### config.mk
export PLATFORM = sky130hd
export DESIGN_NAME = multicycle_control_unit_flat
export DESIGN_NICKNAME = d
export VERILOG_FILES = /design/src/rtl/multicycle_control_unit_if.sv /design/src/rtl/multicycle_control_unit.sv /design/src/flat_wrapper.sv
export SDC_FILE = /design/constraint.sdc
export NUM_CORES = 1
export LEC_CHECK = 0
export ABC_CLOCK_PERIOD_IN_PS = 2900
export CORE_UTILIZATION = 35
export CTS_CLUSTER_DIAMETER = 150
export CTS_CLUSTER_SIZE = 8
export DETAILED_ROUTE_END_ITERATION = 6
export PLACE_DENSITY = 0.72
export SYNTH_ARGS = -nofsm -noshare
export SYNTH_HDL_FRONTEND = slang
export SYNTH_SLANG_ARGS = --single-unit
### constraint.sdc
create_clock -name clk_i -period 2.9 [get_ports clk_i]
set_clock_uncertainty 0.1 [all_clocks]
set_input_delay 0.58 -clock clk_i [delete_from_list [all_inputs] [get_ports clk_i]]
set_output_delay 0.58 -clock clk_i [all_outputs]
set_load 0.01 [all_outputs]
### src/rtl/multicycle_control_unit_if.sv
// Control bundle between the multi-cycle RV32I control unit and its datapath/memory.
// master: the control unit; slave: the datapath side that supplies IR fields and flags.
interface multicycle_control_unit_if #(
    parameter int unsigned ALU_CTRL_W = 4
);
    logic [6:0]            op_i;
    logic [2:0]            funct3_i;
    logic                  funct7_i;
    logic                  Zero_i;
    logic                  Lt_i;
    logic                  Ltu_i;
    logic                  mem_ready_i;
    logic                  mem_req_o;
    logic                  MemWrite_o;
    logic                  AdrSrc_o;
    logic                  IRWrite_o;
    logic                  PCWrite_o;
    logic                  RegWrite_o;
    logic [1:0]            ALUSrcA_o;
    logic [1:0]            ALUSrcB_o;
    logic [1:0]            ResultSrc_o;
    logic [2:0]            ImmSrc_o;
    logic [ALU_CTRL_W-1:0] ALUControl_o;
    logic                  illegal_o;
    logic [3:0]            state_o;

    modport master (
        input  op_i, funct3_i, funct7_i, Zero_i, Lt_i, Ltu_i, mem_ready_i,
        output mem_req_o, MemWrite_o, AdrSrc_o, IRWrite_o, PCWrite_o, RegWrite_o,
               ALUSrcA_o, ALUSrcB_o, ResultSrc_o, ImmSrc_o, ALUControl_o, illegal_o, state_o
    );

    modport slave (
        output op_i, funct3_i, funct7_i, Zero_i, Lt_i, Ltu_i, mem_ready_i,
        input  mem_req_o, MemWrite_o, AdrSrc_o, IRWrite_o, PCWrite_o, RegWrite_o,
               ALUSrcA_o, ALUSrcB_o, ResultSrc_o, ImmSrc_o, ALUControl_o, illegal_o, state_o
    );
endinterface

### src/rtl/multicycle_control_unit.sv
// Multi-cycle RV32I control FSM (fetch/decode/execute/memory/writeback, shared ALU and memory).
// Define CU_ILLEGAL_TRAP_EN to park illegal instructions in TRAP instead of treating them as NOPs.
module multicycle_control_unit #(
    parameter int unsigned ALU_CTRL_W = 4
) (
    input logic                       clk_i,
    input logic                       rst_i,
    multicycle_control_unit_if.master bus
);
    typedef enum logic [3:0] {
        StFetch   = 4'd0,  StDecode = 4'd1,  StMemAdr = 4'd2,  StMemRead = 4'd3,
        StMemWb   = 4'd4,  StMemWrite = 4'd5, StExecR = 4'd6,  StExecI   = 4'd7,
        StAluWb   = 4'd8,  StBranch = 4'd9,  StJal    = 4'd10, StJalr    = 4'd11,
        StJalrPc  = 4'd12, StLui    = 4'd13, StAuipc  = 4'd14, StTrap    = 4'd15
    } state_e;

    localparam logic [6:0] OpLoad   = 7'b0000011;
    localparam logic [6:0] OpStore  = 7'b0100011;
    localparam logic [6:0] OpR      = 7'b0110011;
    localparam logic [6:0] OpImm    = 7'b0010011;
    localparam logic [6:0] OpBranch = 7'b1100011;
    localparam logic [6:0] OpJal    = 7'b1101111;
    localparam logic [6:0] OpJalr   = 7'b1100111;
    localparam logic [6:0] OpLui    = 7'b0110111;
    localparam logic [6:0] OpAuipc  = 7'b0010111;

    localparam logic [3:0] AluAdd = 4'b0000;
    localparam logic [3:0] AluSub = 4'b0001;

    state_e state_q, state_d;

    logic       mem_req, mem_write, adr_src, ir_write, pc_write, reg_write, illegal;
    logic [1:0] alu_src_a, alu_src_b, result_src;
    logic [2:0] imm_src;
    logic [3:0] alu_op, funct_alu;
    logic       known_op, legal, taken;

    always_ff @(posedge clk_i or posedge rst_i) begin
        if (rst_i) state_q <= StFetch;
        else       state_q <= state_d;
    end

    always_comb begin
        unique case (bus.op_i)
            OpLoad, OpStore, OpR, OpImm, OpBranch, OpJal, OpJalr, OpLui, OpAuipc: known_op = 1'b1;
            default: known_op = 1'b0;
        endcase
        // Branch funct3 010/011 do not exist in RV32I.
        legal = known_op && !(bus.op_i == OpBranch && bus.funct3_i[2:1] == 2'b01);
    end

    always_comb begin
        unique case (bus.op_i)
            OpStore:        imm_src = 3'b010;
            OpBranch:       imm_src = 3'b001;
            OpLui, OpAuipc: imm_src = 3'b011;
            OpJal:          imm_src = 3'b100;
            default:        imm_src = 3'b000;
        endcase
    end

    always_comb begin
        unique case (bus.funct3_i)
            3'b000:  funct_alu = (bus.funct7_i && bus.op_i[5]) ? AluSub : AluAdd;
            3'b001:  funct_alu = 4'b0111;
            3'b010:  funct_alu = 4'b0101;
            3'b011:  funct_alu = 4'b0110;
            3'b100:  funct_alu = 4'b0100;
            3'b101:  funct_alu = bus.funct7_i ? 4'b1001 : 4'b1000;
            3'b110:  funct_alu = 4'b0011;
            default: funct_alu = 4'b0010;
        endcase
    end

    always_comb begin
        case (bus.funct3_i)
            3'b000:  taken = bus.Zero_i;
            3'b001:  taken = !bus.Zero_i;
            3'b100:  taken = bus.Lt_i;
            3'b101:  taken = !bus.Lt_i;
            3'b110:  taken = bus.Ltu_i;
            3'b111:  taken = !bus.Ltu_i;
            default: taken = 1'b0;
        endcase
    end

    always_comb begin
        state_d    = state_q;
        mem_req    = 1'b0;
        mem_write  = 1'b0;
        adr_src    = 1'b0;
        ir_write   = 1'b0;
        pc_write   = 1'b0;
        reg_write  = 1'b0;
        illegal    = 1'b0;
        alu_src_a  = 2'b00;
        alu_src_b  = 2'b00;
        result_src = 2'b00;
        alu_op     = AluAdd;
        unique case (state_q)
            StFetch: begin
                mem_req    = 1'b1;
                alu_src_b  = 2'b10;
                result_src = 2'b10;
                if (bus.mem_ready_i) begin
                    ir_write = 1'b1;
                    pc_write = 1'b1;
                    state_d  = StDecode;
                end
            end
            StDecode: begin
                alu_src_a = 2'b01;
                alu_src_b = 2'b01;
                if (!legal) begin
                    illegal = 1'b1;
`ifdef CU_ILLEGAL_TRAP_EN
                    state_d = StTrap;
`else
                    state_d = StFetch;
`endif
                end else begin
                    unique case (bus.op_i)
                        OpLoad, OpStore: state_d = StMemAdr;
                        OpR:             state_d = StExecR;
                        OpImm:           state_d = StExecI;
                        OpBranch:        state_d = StBranch;
                        OpJal:           state_d = StJal;
                        OpJalr:          state_d = StJalr;
                        OpLui:           state_d = StLui;
                        OpAuipc:         state_d = StAuipc;
                        default:         state_d = StFetch;
                    endcase
                end
            end
            StMemAdr: begin
                alu_src_a = 2'b10;
                alu_src_b = 2'b01;
                state_d   = (bus.op_i == OpStore) ? StMemWrite : StMemRead;
            end
            StMemRead: begin
                mem_req = 1'b1;
                adr_src = 1'b1;
                if (bus.mem_ready_i) state_d = StMemWb;
            end
            StMemWb: begin
                result_src = 2'b01;
                reg_write  = 1'b1;
                state_d    = StFetch;
            end
            StMemWrite: begin
                mem_req   = 1'b1;
                mem_write = 1'b1;
                adr_src   = 1'b1;
                if (bus.mem_ready_i) state_d = StFetch;
            end
            StExecR: begin
                alu_src_a = 2'b10;
                alu_op    = funct_alu;
                state_d   = StAluWb;
            end
            StExecI: begin
                alu_src_a = 2'b10;
                alu_src_b = 2'b01;
                alu_op    = funct_alu;
                state_d   = StAluWb;
            end
            StAluWb: begin
                reg_write = 1'b1;
                state_d   = StFetch;
            end
            StBranch: begin
                alu_src_a = 2'b10;
                alu_op    = AluSub;
                pc_write  = taken;
                state_d   = StFetch;
            end
            StJal, StJalrPc: begin
                alu_src_a = 2'b01;
                alu_src_b = 2'b10;
                pc_write  = 1'b1;
                state_d   = StAluWb;
            end
            StJalr: begin
                alu_src_a = 2'b10;
                alu_src_b = 2'b01;
                state_d   = StJalrPc;
            end
            StLui: begin
                alu_src_a = 2'b11;
                alu_src_b = 2'b01;
                state_d   = StAluWb;
            end
            StAuipc: begin
                alu_src_a = 2'b01;
                alu_src_b = 2'b01;
                state_d   = StAluWb;
            end
            StTrap: begin
                illegal = 1'b1;
                state_d = StTrap;
            end
            default: state_d = StFetch;
        endcase
    end

    // Reset forces every output low, which also drops an in-flight memory request at once.
    assign bus.mem_req_o    = !rst_i && mem_req;
    assign bus.MemWrite_o   = !rst_i && mem_write;
    assign bus.AdrSrc_o     = !rst_i && adr_src;
    assign bus.IRWrite_o    = !rst_i && ir_write;
    assign bus.PCWrite_o    = !rst_i && pc_write;
    assign bus.RegWrite_o   = !rst_i && reg_write;
    assign bus.illegal_o    = !rst_i && illegal;
    assign bus.ALUSrcA_o    = rst_i ? 2'b00 : alu_src_a;
    assign bus.ALUSrcB_o    = rst_i ? 2'b00 : alu_src_b;
    assign bus.ResultSrc_o  = rst_i ? 2'b00 : result_src;
    assign bus.ImmSrc_o     = rst_i ? 3'b000 : imm_src;
    assign bus.ALUControl_o = rst_i ? '0 : ALU_CTRL_W'(alu_op);
    assign bus.state_o      = rst_i ? 4'd0 : state_q;
endmodule

### src/flat_wrapper.sv
// flat-port wrapper written by rule: the top's interface ports become plain ports
module multicycle_control_unit_flat 
#(
    parameter int unsigned ALU_CTRL_W = 4
)
  (clk_i, rst_i, bus_op_i, bus_funct3_i, bus_funct7_i, bus_Zero_i, bus_Lt_i, bus_Ltu_i, bus_mem_ready_i, bus_mem_req_o, bus_MemWrite_o, bus_AdrSrc_o, bus_IRWrite_o, bus_PCWrite_o, bus_RegWrite_o, bus_ALUSrcA_o, bus_ALUSrcB_o, bus_ResultSrc_o, bus_ImmSrc_o, bus_ALUControl_o, bus_illegal_o, bus_state_o);
  multicycle_control_unit_if #(.ALU_CTRL_W(ALU_CTRL_W)) bus_i ();
  input logic clk_i;
  input logic rst_i;
  input wire logic [$bits(bus_i.op_i)-1:0] bus_op_i;
  input wire logic [$bits(bus_i.funct3_i)-1:0] bus_funct3_i;
  input wire logic [$bits(bus_i.funct7_i)-1:0] bus_funct7_i;
  input wire logic [$bits(bus_i.Zero_i)-1:0] bus_Zero_i;
  input wire logic [$bits(bus_i.Lt_i)-1:0] bus_Lt_i;
  input wire logic [$bits(bus_i.Ltu_i)-1:0] bus_Ltu_i;
  input wire logic [$bits(bus_i.mem_ready_i)-1:0] bus_mem_ready_i;
  output wire logic [$bits(bus_i.mem_req_o)-1:0] bus_mem_req_o;
  output wire logic [$bits(bus_i.MemWrite_o)-1:0] bus_MemWrite_o;
  output wire logic [$bits(bus_i.AdrSrc_o)-1:0] bus_AdrSrc_o;
  output wire logic [$bits(bus_i.IRWrite_o)-1:0] bus_IRWrite_o;
  output wire logic [$bits(bus_i.PCWrite_o)-1:0] bus_PCWrite_o;
  output wire logic [$bits(bus_i.RegWrite_o)-1:0] bus_RegWrite_o;
  output wire logic [$bits(bus_i.ALUSrcA_o)-1:0] bus_ALUSrcA_o;
  output wire logic [$bits(bus_i.ALUSrcB_o)-1:0] bus_ALUSrcB_o;
  output wire logic [$bits(bus_i.ResultSrc_o)-1:0] bus_ResultSrc_o;
  output wire logic [$bits(bus_i.ImmSrc_o)-1:0] bus_ImmSrc_o;
  output wire logic [$bits(bus_i.ALUControl_o)-1:0] bus_ALUControl_o;
  output wire logic [$bits(bus_i.illegal_o)-1:0] bus_illegal_o;
  output wire logic [$bits(bus_i.state_o)-1:0] bus_state_o;
  assign bus_i.op_i = bus_op_i;
  assign bus_i.funct3_i = bus_funct3_i;
  assign bus_i.funct7_i = bus_funct7_i;
  assign bus_i.Zero_i = bus_Zero_i;
  assign bus_i.Lt_i = bus_Lt_i;
  assign bus_i.Ltu_i = bus_Ltu_i;
  assign bus_i.mem_ready_i = bus_mem_ready_i;
  assign bus_mem_req_o = bus_i.mem_req_o;
  assign bus_MemWrite_o = bus_i.MemWrite_o;
  assign bus_AdrSrc_o = bus_i.AdrSrc_o;
  assign bus_IRWrite_o = bus_i.IRWrite_o;
  assign bus_PCWrite_o = bus_i.PCWrite_o;
  assign bus_RegWrite_o = bus_i.RegWrite_o;
  assign bus_ALUSrcA_o = bus_i.ALUSrcA_o;
  assign bus_ALUSrcB_o = bus_i.ALUSrcB_o;
  assign bus_ResultSrc_o = bus_i.ResultSrc_o;
  assign bus_ImmSrc_o = bus_i.ImmSrc_o;
  assign bus_ALUControl_o = bus_i.ALUControl_o;
  assign bus_illegal_o = bus_i.illegal_o;
  assign bus_state_o = bus_i.state_o;
  multicycle_control_unit #(.ALU_CTRL_W(ALU_CTRL_W)) u_core (.clk_i(clk_i), .rst_i(rst_i), .bus(bus_i));
endmodule
Word-level counts from Yosys, hierarchy flattened --
Index checks and enable logic that the tools add are counted.
Word-level totals: bits in registers 4, bits in latches 0, RAM bits 0, memory bits (read-only) 0, input port bits 17, output and inout port bits 24, memories kept 0
Cells by class: add/sub/neg operators 0, multipliers 0, div/mod/pow operators 0, $lt $le $gt $ge 0, equality and inequality tests 35, shift operators 0, multiplexer cells 32, bitwise gates (word level) 0, reduce and logical (&&, ||, !) cells 32
Operators by type and width (count):
- $pmux 4 s9 | 1
- $eq 4x4->1 const B | 8
- $pmux 4 s8 | 1
- $pmux 4 s7 | 1
- $mux 4 | 6
- $eq 7x6->1 const B | 3
- $eq 7x7->1 const B | 3
- $eq 4x3->1 const B | 4
- $eq 7x5->1 const B | 2
- $eq 3x3->1 const B | 4
- $pmux 3 s4 | 1
- $reduce_or 2->1 | 6
- $reduce_or 6->1 | 2
- $logic_and 1x1->1 | 10
- $mux 1 | 10
- $reduce_or 3->1 | 3
- $reduce_or 9->1 | 1
- $eq 4x2->1 const B | 2
- $pmux 2 s2 | 2
- $pmux 4 s2 | 1
- $eq 7x2->1 const B | 1
- $eq 3x2->1 const B | 2
- $mux 2 | 3
- $mux 3 | 2
- 14 further kinds | 20

Depth between registers and ports, before layout --
Gate-level depths: netlist of the first run.
depth after elaboration 7, mapped depth 5, mapped depth without buffers 5

Worst setup path before layout of the first run --
Ideal clock, no wire load.
path type input -> output, start in bus_funct3_i[1], end out bus_illegal_o, arrival time 1716 ps, data required time 2220 ps, setup slack 504 ps, stages on the path 5, path buffers 1, path through clkbuf_1 nor2b_1 and4_4 a21oi_1 o41ai_1
On the way: longest elaborated chain between the ends 7
RTL lines:
- start: declaration | line flat_wrapper.sv:11 | input wire logic [$bits(bus_i.funct3_i)-1:0] bus_funct3_i;
- $eq 2x1->1 | line multicycle_control_unit.sv:49 | legal = known_op && !(bus.op_i == OpBranch && bus.funct3_i[2:1] == 2'b01);
- $logic_and 1x1->1 | line multicycle_control_unit.sv:49
- $logic_not 1->1 | line multicycle_control_unit.sv:49
- $logic_and 1x1->1 | line multicycle_control_unit.sv:49
- $mux 1 | line multicycle_control_unit.sv:114 | if (!legal) begin
- $pmux 1 s2 | line multicycle_control_unit.sv:100 | unique case (state_q)
- $logic_and 1x1->1 | line multicycle_control_unit.sv:213 | assign bus.illegal_o = !rst_i && illegal;
- end: declaration | line flat_wrapper.sv:28 | output wire logic [$bits(bus_i.illegal_o)-1:0] bus_illegal_o;
Every way passes these cells.

Worst setup path in the final report of the first run --
start in rst_i, end out bus_ALUControl_o[3]
On the way: longest elaborated chain between the ends 1
RTL lines:
- start: declaration | line flat_wrapper.sv:9 | input logic rst_i;
- $mux 4 | line multicycle_control_unit.sv:218 | assign bus.ALUControl_o = rst_i ? '0 : ALU_CTRL_W'(alu_op);
- end: declaration | line flat_wrapper.sv:27 | output wire logic [$bits(bus_i.ALUControl_o)-1:0] bus_ALUControl_o;
Every way passes these cells.

==> impl_metrics.tcl, run 1 <==
set metrics [dict create \
    status "finished clean" \
    place_inst 205 \
    crit_arrival_ns 2.12 \
    cts_made_buffers 3 \
    largest_reg_flops 4 \
    worst_pin_slew_ns 0.417 \
    drv_cap 0 \
    antenna_found_initial 0 \
    ys_ff_latch 4 \
    clk_latency_ns 0.24 \
    drtPass1Iterations 5 \
    routedWlPerCell_um 13.2 \
    crit_family "buffers and inverters" \
    start_kind "input port" \
    cts_root_buf "clkbuf_4" \
    cp_slowest_cell "clkdlybuf4s50_1" \
    globalRouteTotalUtil_pct 22.8 \
    dp_hpwl_mm 2.14 \
    drive_gt1_share_pct 23.3 \
    place_area_mm2 0.00140 \
    wl_mm 2.75 \
    routed-via-count 1112 \
    worstPathRequired_ns 2.22 \
    io_pins 41 \
    ant_nets 0 \
    fp.dieW_um 51.2 \
    routed_via_density 5.35 \
    cts_tree "yes" \
    die-height_um 51.2 \
    syn_avg_cell_area_um2 6.71 \
    rows 17 \
    synth_edf_count 0 \
    period_share_pct 96.5 \
    crit_buf_inv 2 \
    synth_cell_types 44 \
    hp-class "input port to async pin" \
    largestRegisters "u_core.state_q: 4 flops" \
    gp_congestion 0.838 \
    nFillCells 216 \
    final_hold_viol_count 0 \
    grt_pass1_vias 1079 \
    final_cell_mix "clkdlybuf4s50_1, buf_4, nor2_1" \
    relSlewSlack_pct 72.2 \
    critPathMaxStageDelay_ns 0.56 \
    synth_cells 126 \
    totalNegativeSetupSlack_ns 0 \
    fin_crit_ns 2.80 \
    ys_warn_count 0 \
    clkTransAtPathRegs_ns 0.04 \
    final_common_cell "clkdlybuf4s50_1" \
    cellPowerDensity_mw_per_mm2 386 \
    ir_drop_v 0.000253 \
    clkSinkCount 4 \
    utilization_pct 63.7 \
    first_iter_violations 28 \
    diodes 0 \
    setup_slack_ns 0.101 \
    holdWs_ns 0.480 \
    drc 0 \
    p_leak_nw 0.646 \
    h-tree-depth 1 \
    io_buffers 40 \
    grt_overflow_total 0 \
    p_total_mw 0.554 \
    synthFlopType "dfrtp_1" \
    grt_max_degree 23 \
    critical_path_class "input port to primary output" \
    layout.nets 199 \
    cp_common_cell "nor3_1" \
    yosysSeqAreaShare_pct 11.8 \
    crit_path_end_kind "primary output" \
    syn_nets 143 \
    synth.largest_area_cell "dfrtp_1" \
    synthToLayoutAreaGrowth_pct 69.7 \
    netlist.area_leader.share_pct 11.8 \
    setup_viol 0 \
    clockBufferDepth 2 \
    regMostFlops "u_core.state_q" \
    grt_pass1_wl_mm 4.60 \
    design_area_mm2 0.00144 \
    die_area_mm2 0.00262 \
    async_flop_share_pct 100 \
    layout.cells.non_filler 208 \
    pre_cts_ws_ns -0.354 \
    maxClockFrequency_ghz 0.357 \
    start_util_pct 37.5 \
    core_area_mm2 0.00225 \
    drv_slew 0 \
    path_cells "dlygate4sd2_1 > nor3_1 > nand2_1 > nor3_1 > clkdlybuf4s50_1" \
    cp_max_fo 6 \
    synthesis.area_um2 846 \
    yosys-top-cells-area "dfrtp_1, a21oi_1, nor2_1" \
]
## power by group
group	internal, mW	switching, mW	leakage [nW]
registers	0.0695	0.0523	0.0493
clock network	0.0465	0.0256	0.0138
logic	0.199	0.160	0.583
## routing by layer
layer,up-vias,GRT usage [%],share of wire [%]
li1,562,-,-
met1,513,27.6,43
met2,35,41.4,51
met3,2,4.17,5.9
met4,0,4.17,0.33
met5,-,0,0
## cell type report
cell class              count  area [µm²]  share of cell area, %
clock buffers               3        22.5                   1.57
inverters                   5        18.8                   1.31
multi-input cells         106         696                   48.5
flip-flops and latches      4         104                   7.24
well taps                  28        35.0                   2.44
repair buffers             62         559                   39.0
## cells in the mapped netlist (4+ instances only)
cell / count
nor2_1: 13
nand2_1: 12
a21oi_1: 10
clkbuf_1: 8
o21ai_0: 8
nor3_1: 6
nand3_1: 5
nor2b_1: 5
xnor2_1: 5
dfrtp_1: 4
inv_1: 4
mux2i_1: 4
## what timing repair did
action,in CTS,in global routing
resized for setup,8,12
hold buffers,0,0
pin swaps,0,1
endpoints found under the setup margin,10,11
buffers inserted,0,0
## kinds of logic after synthesis
| logic type | Yosys count | share of synthesized area [%] |
|---|---|---|
| muxes | 4 | 4.73 |
| AOI/OAI and AO/OA | 34 | 27.5 |
| DFF | 4 | 11.8 |
| and+or+nand+nor | 61 | 40.4 |
| buffers and inverters | 16 | 8.28 |
| xor gates and xnor gates | 7 | 7.25 |
## path summary, 6_finish.rpt
| path | startpoint | end | slack [ns] | depth (start not counted) |
|---|---|---|---|---|
| setup / recovery | rst_i | bus_ALUControl_o[3] | 0.10 | 5 |
| hold / removal | rst_i | u_core.state_q[1] | 0.48 | 3 |
| setup reg to reg | u_core.state_q[1] | u_core.state_q[3] | 1.19 | 4 |
| hold reg to reg | u_core.state_q[2] | u_core.state_q[0] | 0.64 | 2 |
| max in group asynchronous | rst_i | u_core.state_q[0] | 2.09 | 3 |
| min in group clk_i | u_core.state_q[2] | u_core.state_q[0] | 0.64 | 2 |
## tightest hold or removal path: stages
cell,delay [ns]
dlygate4sd2_1,0.31
inv_1,0.10
buf_4,0.15
(Power assumes the default switching activity.)
==> run 2: changes to the inputs <==
--- a/config.mk
+++ b/config.mk
@@ -5,7 +5,7 @@
 export SDC_FILE = /design/constraint.sdc
 export NUM_CORES = 1
 export LEC_CHECK = 0
-export ABC_CLOCK_PERIOD_IN_PS = 2900
+export ABC_CLOCK_PERIOD_IN_PS = 3000
 export CORE_UTILIZATION = 35
 export CTS_CLUSTER_DIAMETER = 150
 export CTS_CLUSTER_SIZE = 8
==> constraint.sdc (replaced) <==
create_clock -name clk_i -period 3 [get_ports clk_i]
set_clock_uncertainty 0.1 [all_clocks]
set_input_delay 0.6 -clock clk_i [delete_from_list [all_inputs] [get_ports clk_i]]
set_output_delay 0.6 -clock clk_i [all_outputs]
set_load 0.01 [all_outputs]
==> impl_metrics.tcl, run 2 (same netlist as run 1, synthesis figures left out) <==
set metrics [dict create \
    multi_input_area_um2 707 \
    period_share_pct 97.5 \
    first_iter_violations 15 \
    cts_made_buffers 3 \
    cts_root_buf "clkbuf_4" \
    fin_crit_ns 2.92 \
    final_hold_viol_count 0 \
    regMostFlops "u_core.state_q" \
    crit_path_end_kind "primary output" \
    cp_max_fo 5 \
    ant_nets 0 \
    cellPowerDensity_mw_per_mm2 373 \
    clkTransAtPathRegs_ns 0.04 \
    p_leak_nw 0.617 \
    grt_max_degree 23 \
    worst_pin_slew_ns 0.716 \
    largest_reg_flops 4 \
    p_total_mw 0.536 \
    final_cell_mix "clkdlybuf4s50_1, buf_4, nor2_1" \
    die_area_mm2 0.00262 \
    worstPathRequired_ns 2.30 \
    clk_latency_ns 0.24 \
    synthToLayoutAreaGrowth_pct 70.0 \
    regToRegSetupSlack_ns 1.20 \
    drv_cap 0 \
    core_area_mm2 0.00225 \
    clockBufferDepth 2 \
    routed-via-count 1094 \
    io_pins 41 \
    pre_cts_ws_ns -0.276 \
    layout.nets 198 \
    fp.dieW_um 51.2 \
    drc 0 \
    design_area_mm2 0.00144 \
    die-height_um 51.2 \
    setup_slack_ns 0.0755 \
    rows 17 \
    routed_via_density 5.29 \
    drive_gt1_share_pct 21.2 \
    place_area_mm2 0.00139 \
    hp-class "input port to async pin" \
    start_util_pct 37.5 \
    status "finished clean" \
    critPathLaunch "bus_op_i[3]" \
    grt_pass1_wl_mm 4.34 \
    grt_overflow_total 0 \
    clkSinkCount 4 \
    drtPass1Iterations 4 \
    antenna_found_initial 0 \
    crit_arrival_ns 2.22 \
    diodes 0 \
    reg2reg_from "u_core.state_q[0]" \
    final-seq-area_um2 100 \
    final_common_cell "clkdlybuf4s50_1" \
    utilization_pct 63.8 \
    maxClockFrequency_ghz 0.342 \
    critical_path_class "input port to primary output" \
    drv_slew 0 \
    ir_drop_v 0.000241 \
    h-tree-depth 1 \
    setup_viol 0 \
    rsz0062_at_grt "true" \
    largestRegisters "u_core.state_q: 4 flops" \
    grt_pass1_vias 1035 \
    reg2regPathDepth 3 \
    io_buffers 40 \
    wl_mm 2.62 \
    start_kind "input port" \
    postCtsSetupBuffers 0 \
    gp_congestion 0.836 \
    routedWlPerCell_um 12.7 \
    globalRouteTotalUtil_pct 21.1 \
    nFillCells 216 \
    dp_hpwl_mm 2.08 \
    endpoint "bus_ImmSrc_o[1]" \
    cts_tree "yes" \
    relSlewSlack_pct 52.3 \
    worstReg2RegEnd "u_core.state_q[3]" \
]
## run 2: worst max-delay path, stage by stage
cell and delay, ns:
clkdlybuf4s50_1 0.46, and4bb_2 0.34, buf_4 0.14, nand2_1 0.05, nor2_1 0.09, clkdlybuf4s50_1 0.54
## run 2: per-stage QoR
stage / setup TNS [ns] / hold WS (ns) / std cells
final: 0 / 0.385 / 207
after CTS: 0 / 0.736 / 207
after global placement: -0.527 / 0.705 / 204
after detailed placement: -0.628 / 0.737 / 204
after floorplan: 0 / 0.288 / 126
after global routing: -0.00788 / 0.397 / 207
## run 2: repair_timing
action	CTS	global route
endpoints found under the setup margin	7	9
hold endpoints to repair	0	0
gates resized for setup	6	8
hold buffers	0	0
pin swaps	0	1
## run 2: worst min path at each step
stage	from	end	slack, ns	depth (start not counted)
4_1_cts	u_core.state_q[2]	u_core.state_q[0]	0.74	2
3_3_place_gp	u_core.state_q[2]	u_core.state_q[0]	0.70	2
3_5_place_dp	u_core.state_q[2]	u_core.state_q[0]	0.74	2
6_report	rst_i	u_core.state_q[1]	0.39	3
2_1_floorplan	rst_i	u_core.state_q[0]	0.29	1
5_1_grt	rst_i	u_core.state_q[1]	0.40	3
## run 2: area by class of cell
type	instances	area share (%)
multi-input cells	106	49.2
repair buffers	61	38.6
inverters	5	1.31
well taps	28	2.44
clock buffers	3	1.57
flip-flops and latches	4	6.96
## run 2: where the power goes
| part | internal, mW | switching, mW |
|---|---|---|
| logic | 0.193 | 0.155 |
| clock network | 0.0449 | 0.0247 |
| registers | 0.0645 | 0.0531 |
| total | 0.303 | 0.233 |
## run 2: routing by layer
layer  global-route usage [%]  vias to the layer above  routed length (µm)
met5                        0                        -                   0
met3                     4.46                        2                 158
li1                         -                      563                   -
met1                     25.8                      494                1190
met4                     3.70                        0                   7
met2                     37.7                       35                1270
